### src/rtl/irq_ctrl.sv
`default_nettype none
// ============================================================================
// Module      : irq_ctrl
// Description : Machine-mode interrupt controller: synchronizes, qualifies and
//               arbitrates interrupt sources and issues a trap-take pulse.
// Revision    : 1.0 - initial release
// ============================================================================
module irq_ctrl #(
    parameter int SYNC_STAGES = 2,
    parameter int EXT_EDGE    = 0
) (
    input  logic       clk,
    input  logic       rst,
    input  logic       ext_irq,
    input  logic       tmr_irq,
    input  logic       sw_irq,
    input  logic       csr_meie,
    input  logic       csr_mtie,
    input  logic       csr_msie,
    input  logic       csr_mstatus_mie,
    input  logic       cmd_mret_ex,
    input  logic       stall,
    input  logic       pc_valid_ex,
    output logic       g_interrupt,
    output logic [1:0] g_interrupt_priv,
    output logic [1:0] g_current_priv,
    output logic [3:0] irq_cause,
    output logic       irq_flush,
    output logic [2:0] irq_pending
);

    localparam logic [1:0] c_PRIV_M    = 2'b11;
    localparam logic [3:0] c_CAUSE_MEI = 4'd11;
    localparam logic [3:0] c_CAUSE_MSI = 4'd3;
    localparam logic [3:0] c_CAUSE_MTI = 4'd7;

    typedef enum logic [1:0] {
        S_IDLE    = 2'd0,
        S_ARMED   = 2'd1,
        S_HANDLER = 2'd2,
        S_RECOVER = 2'd3
    } state_t;

    state_t                 r_state;
    logic [3:0]             r_irq_cause;
    logic [SYNC_STAGES-1:0] r_ext_sync;
    logic [SYNC_STAGES-1:0] r_tmr_sync;

    logic       w_meip;
    logic       w_mtip;
    logic       w_msip;
    logic       w_mei_en;
    logic       w_msi_en;
    logic       w_mti_en;
    logic       w_req;
    logic       w_fire;
    logic [3:0] w_cause;

    always_ff @(posedge clk or posedge rst) begin
        if (rst) begin
            r_ext_sync <= '0;
            r_tmr_sync <= '0;
        end else begin
            r_ext_sync <= {r_ext_sync[SYNC_STAGES-2:0], ext_irq};
            r_tmr_sync <= {r_tmr_sync[SYNC_STAGES-2:0], tmr_irq};
        end
    end

    generate
        if (EXT_EDGE != 0) begin : g_ext_edge
            logic r_ext_lat;
            logic w_ext_rise;

            // Rise seen one stage early so the latch sets on the same edge the
            // synchronized line goes high.
            assign w_ext_rise = r_ext_sync[SYNC_STAGES-2] & ~r_ext_sync[SYNC_STAGES-1];

            always_ff @(posedge clk or posedge rst) begin
                if (rst) begin
                    r_ext_lat <= 1'b0;
                end else if (w_ext_rise) begin
                    r_ext_lat <= 1'b1;
                end else if (w_fire && w_mei_en) begin
                    r_ext_lat <= 1'b0;
                end
            end

            assign w_meip = r_ext_lat;
        end else begin : g_ext_level
            assign w_meip = r_ext_sync[SYNC_STAGES-1];
        end
    endgenerate

    assign w_mtip   = r_tmr_sync[SYNC_STAGES-1];
    assign w_msip   = sw_irq;
    assign w_mei_en = w_meip & csr_meie;
    assign w_msi_en = w_msip & csr_msie;
    assign w_mti_en = w_mtip & csr_mtie;
    assign w_req    = csr_mstatus_mie & (w_mei_en | w_msi_en | w_mti_en);
    assign w_fire   = (r_state == S_ARMED) & w_req & ~stall & pc_valid_ex;

    always_comb begin
        w_cause = 4'd0;
        if (w_mei_en) begin
            w_cause = c_CAUSE_MEI;
        end else if (w_msi_en) begin
            w_cause = c_CAUSE_MSI;
        end else if (w_mti_en) begin
            w_cause = c_CAUSE_MTI;
        end
    end

    always_ff @(posedge clk or posedge rst) begin
        if (rst) begin
            r_state     <= S_IDLE;
            r_irq_cause <= 4'd0;
        end else begin
            case (r_state)
                S_IDLE: begin
                    if (w_req) r_state <= S_ARMED;
                end
                S_ARMED: begin
                    if (!w_req) begin
                        r_state <= S_IDLE;
                    end else if (w_fire) begin
                        r_state     <= S_HANDLER;
                        r_irq_cause <= w_cause;
                    end
                end
                S_HANDLER: begin
                    if (cmd_mret_ex) r_state <= S_RECOVER;
                end
                // One cycle for mstatus.MIE to be restored before re-arming
                S_RECOVER: r_state <= S_IDLE;
                default:   r_state <= S_IDLE;
            endcase
        end
    end

    assign g_interrupt      = w_fire;
    assign irq_flush        = w_fire;
    assign g_interrupt_priv = c_PRIV_M;
    assign g_current_priv   = c_PRIV_M;
    assign irq_cause        = r_irq_cause;
    assign irq_pending      = {w_meip, w_mtip, w_msip};

endmodule
`default_nettype wire
### config.mk
export PLATFORM = sky130hd
export DESIGN_NAME = irq_ctrl
export DESIGN_NICKNAME = d
export VERILOG_FILES = /design/src/rtl/irq_ctrl.sv
export SDC_FILE = /design/constraint.sdc
export NUM_CORES = 1
export LEC_CHECK = 0
export ABC_AREA = 1
export BUFFER_PORTS_ARGS = -buffer_cell sky130_fd_sc_hd__buf_4
export CORE_MARGIN = 5
export CORE_UTILIZATION = 30
export CTS_BUF_LIST = sky130_fd_sc_hd__clkbuf_4
export DETAILED_ROUTE_END_ITERATION = 8
export SYNTH_ARGS = -nofsm -noshare
export SYNTH_HDL_FRONTEND = slang
export SYNTH_SLANG_ARGS = --single-unit
### constraint.sdc
create_clock -name clk -period 1.1 [get_ports clk]
set_input_delay 0.22 -clock clk [delete_from_list [all_inputs] [get_ports clk]]
set_output_delay 0.22 -clock clk [all_outputs]
set_load 0.05 [all_outputs]
Word-level counts from Yosys, hierarchy flattened
Cells that the tools add are included.

Memories kept: 0. Register bits: 10. Memory bits (read-only): 0. Output and inout port bits: 13. Memory bits (writable): 0. Word-level logic and storage cells: 31. Bits in latches: 0. Input bits: 12.

Eq/ne operators: 6. Muxes and demuxes: 8. Shifts and indexed selects: 0. Bitwise operators: 10. Div/mod/pow operators: 0. $lt $le $gt $ge: 0. Add/subtract/negate cells: 0. Multiply operators: 0. Reduce and logical (&&, ||, !) cells: 3.

Operators with widths (number): $mux 2 (4); $pmux 2 s4 (1); $and 1x1->1 (7); $mux 3 (2); $reduce_and 3->1 (2); $eq 2x2->1 const B (2); $mux 4 (1); $ne 2x2->1 const B (2); $ne 3x3->1 const B (1); $eq 2x1->1 const B (1); $logic_not 2->1 (1); $or 1x1->1 (2); $not 1->1 (1).

Logic depth before layout (Yosys ltp)
Depth after elaboration: 10. Gate-level depth with buffers: 6. Depth with buffers taken out: 6.

Worst setup path before layout
Ideal clock, no wire load.

Path type: reg-to-output. Start: reg with a tool-made name. End: out irq_flush. Stages on the path, launching flop included: 5. Arrival: 1133 ps. Data required time: 880 ps. Buffers on the path: 1. Path slack: -253 ps. Cell sequence: dfrtp_1 > nor2_4 > nand4_4 > inv_2 > buf_4.

RTL lines: end: declaration (RTL line 28) `output logic irq_flush,`.

==> flow_metrics.tcl <==
set metrics [dict create \
    setup_viol 4 \
    dp_hpwl_um 725 \
    routedWlPerCell_um 10.6 \
    grt_setup_unrepaired "true" \
    ir_drop_uv 921 \
    initial_core_util_pct 30.8 \
    cts_tree "done" \
    clock-root-buffer "clkbuf_4" \
    power.static_leakage_nw 0.369 \
    clock_sinks 9 \
    numPortBuffers 20 \
    grt_pass1_wl_mm 1.28 \
    seq_area_um2 226 \
    via_per_inst 4.07 \
    syn2layout_area_growth_pct 60.5 \
    drive_gt1_share_pct 59.7 \
    muxShareOfSynthArea_pct 0 \
    drtIter0Drc 0 \
    synthDistinctLibCells 17 \
    dpl_worst_slack_ps -64.4 \
    coreArea_um2 1470 \
    firstDrtPassIters 1 \
    required_ps 880 \
    violations "setup timing" \
    gp_congestion 0.637 \
    status "finished with violations" \
    grt_overflow 0 \
    fin_skew_ps 9.73 \
    synthSimpleGateAreaFrac_pct 23.2 \
    nets 85 \
    clk_pin_slew_ps 60 \
    final.setup.worst_slack_ps -280 \
    hold_viol_final 0 \
    die-area_um2 2390 \
    ys_warn_count 0 \
    ant_nets 0 \
    synth_compound_area_share_pct 5.52 \
    multi_input_area_um2 156 \
    gr-usage-all-layers_pct 7.35 \
    cp-start-kind "register" \
    nFillCells 152 \
    synthAdderAreaFrac_pct 0 \
    cp.arrival_ps 1160 \
    vias 358 \
    die_x_um 48.9 \
    ys_ff_latch 9 \
    critPathKind "register to primary output" \
    grt_max_degree 10 \
    synth_top_family_by_area "simple AND/OR/NAND/NOR gates" \
    end_kind "primary output" \
    cap_violations 0 \
    grt_pass1_vias 335 \
    drv_slew 0 \
    finalCriticalPeriod_ps 1380 \
    drc 0 \
    clock_latency_ps 260 \
    cts_max_level 1 \
    synthCells 45 \
    io_pins 25 \
    stdcell_count 88 \
    wirelength_um 936 \
    fmax_mhz 725 \
    fin_crit_sh_pct 125 \
    rows 14 \
    hp-class "input port to register" \
    worst-path-max-fanout 3 \
    cts_buffer_depth 2 \
    p_per_area_nw_per_um2 2000 \
    die_h_um 48.9 \
    synth-xor-area-share_pct 0 \
    diodes 0 \
    numPlacedInstances 81 \
    yosysSeqAreaShare_pct 49.7 \
    fin_util_pct 49.4 \
    antenna_found_initial 0 \
    syn-mean-instance-area_um2 10.1 \
    cts_buffers 3 \
    syn_area_um2 453 \
]
-- where the power goes --
| part | leakage, nW | internal [mW] | switching, mW | total (mW) |
|---|---|---|---|---|
| sequential | 0.110 | 0.409 | 0.0556 | 0.464 |
| combinational | 0.241 | 0.288 | 0.451 | 0.739 |
| clock | 0.0177 | 0.134 | 0.114 | 0.248 |
-- cells in the final DEF (no fill, tap or decap) --
cell type | netlist | layout
nand3_2 | 0 | 1
nand4_4 | 1 | 1
inv_1 | 5 | 5
nand4_1 | 2 | 2
buf_4 | 9 | 20
clkbuf_4 | 0 | 3
buf_8 | 0 | 4
clkinv_4 | 0 | 1
clkinv_2 | 0 | 1
dfrtp_1 | 9 | 8
or2_1 | 1 | 1
nor2_4 | 1 | 1
a21oi_2 | 0 | 1
o21ai_0 | 1 | 1
nand2_1 | 5 | 4
o21ai_1 | 2 | 2
dlygate4sd3_1 | 0 | 1
inv_2 | 2 | 1
nand2_2 | 1 | 2
conb_1 | 1 | 4
dfrtp_2 | 0 | 1
nor2_2 | 1 | 1
buf_6 | 0 | 4
nand3_4 | 1 | 1
a21oi_1 | 2 | 1
-- area by class of cell --
type	count	area share, %
clock buffers	3	3.10
clock inverters	1	0.688
inverters	7	4.30
multi-input cells	23	21.5
flip-flops and latches	9	31.2
well taps	16	2.75
repair buffers	29	36.5
-- cell usage after synthesis --
library cell  instances  area, um^2
inv_1                 5        18.8
o21ai_1               2        10.0
nand4_4               1        21.3
nand2_2               1        6.26
conb_1                1        3.75
nand3_1               1        5.00
nor2_2                1        6.26
nor2_4                1        11.3
buf_4                 9        67.6
nand2_1               5        18.8
a21oi_1               2        10.0
nand3_4               1        17.5
o21ai_0               1        5.00
or2_1                 1        6.26
inv_2                 2        7.51
dfrtp_1               9         225
nand4_1               2        12.5
-- routing by layer --
layer / routed length, um / share of wire, % / GRT usage (%) / vias to the layer above
li1: - / - / - / 182
met1: 314 / 34 / 6.27 / 158
met5: 0 / 0 / 0 / -
met4: 10 / 1.1 / 4.04 / 0
met2: 519 / 55 / 12.4 / 16
met3: 92 / 9.8 / 5.20 / 2
-- per-stage QoR --
stage | power [mW] | area, um^2 | hold WS, ps | TNS, ps
global placement | 1.10 | 618 | 200 | -91.1
CTS | 1.39 | 686 | 48.4 | -715
floorplan | 0.932 | 478 | 47.9 | -107
finish | 1.45 | 727 | 60.1 | -658
global route | 1.53 | 727 | 41.5 | -923
detailed placement | 1.11 | 618 | 209 | -128
-- repair_timing --
item,in CTS,in global routing
buffers inserted,1,3
hold endpoints to repair,9,0
hold buffers,1,0
endpoints found under the setup margin,5,11
gates resized for setup,6,10
pin swaps,2,5
-- final timing paths --
kind                                from       endpoint  slack [ps]  depth (start not counted)
min in group asynchronous            rst  r_ext_sync[0]         480                          3
max in group asynchronous            rst   irq_cause[1]         330                          3
max                             register    g_interrupt        -280                          4
min                              tmr_irq  r_tmr_sync[0]          60                          1
min reg2reg                r_tmr_sync[0]  r_tmr_sync[1]         350                          0
max reg2reg                r_tmr_sync[1]   irq_cause[1]          20                          5
-- cell families after synthesis --
logic type / after synthesis
and+or+nand+nor: 14
buffers and inverters: 16
AOI/OAI and AO/OA: 5
other: 1
DFF: 9
-- worst max-delay path, stage by stage (launching register included) --
cell and delay, ps:
dfrtp_1 420, nor2_4 130, nand4_4 120, clkinv_4 80, buf_8 140
Note: power is estimated with default switching activity, not from simulation.
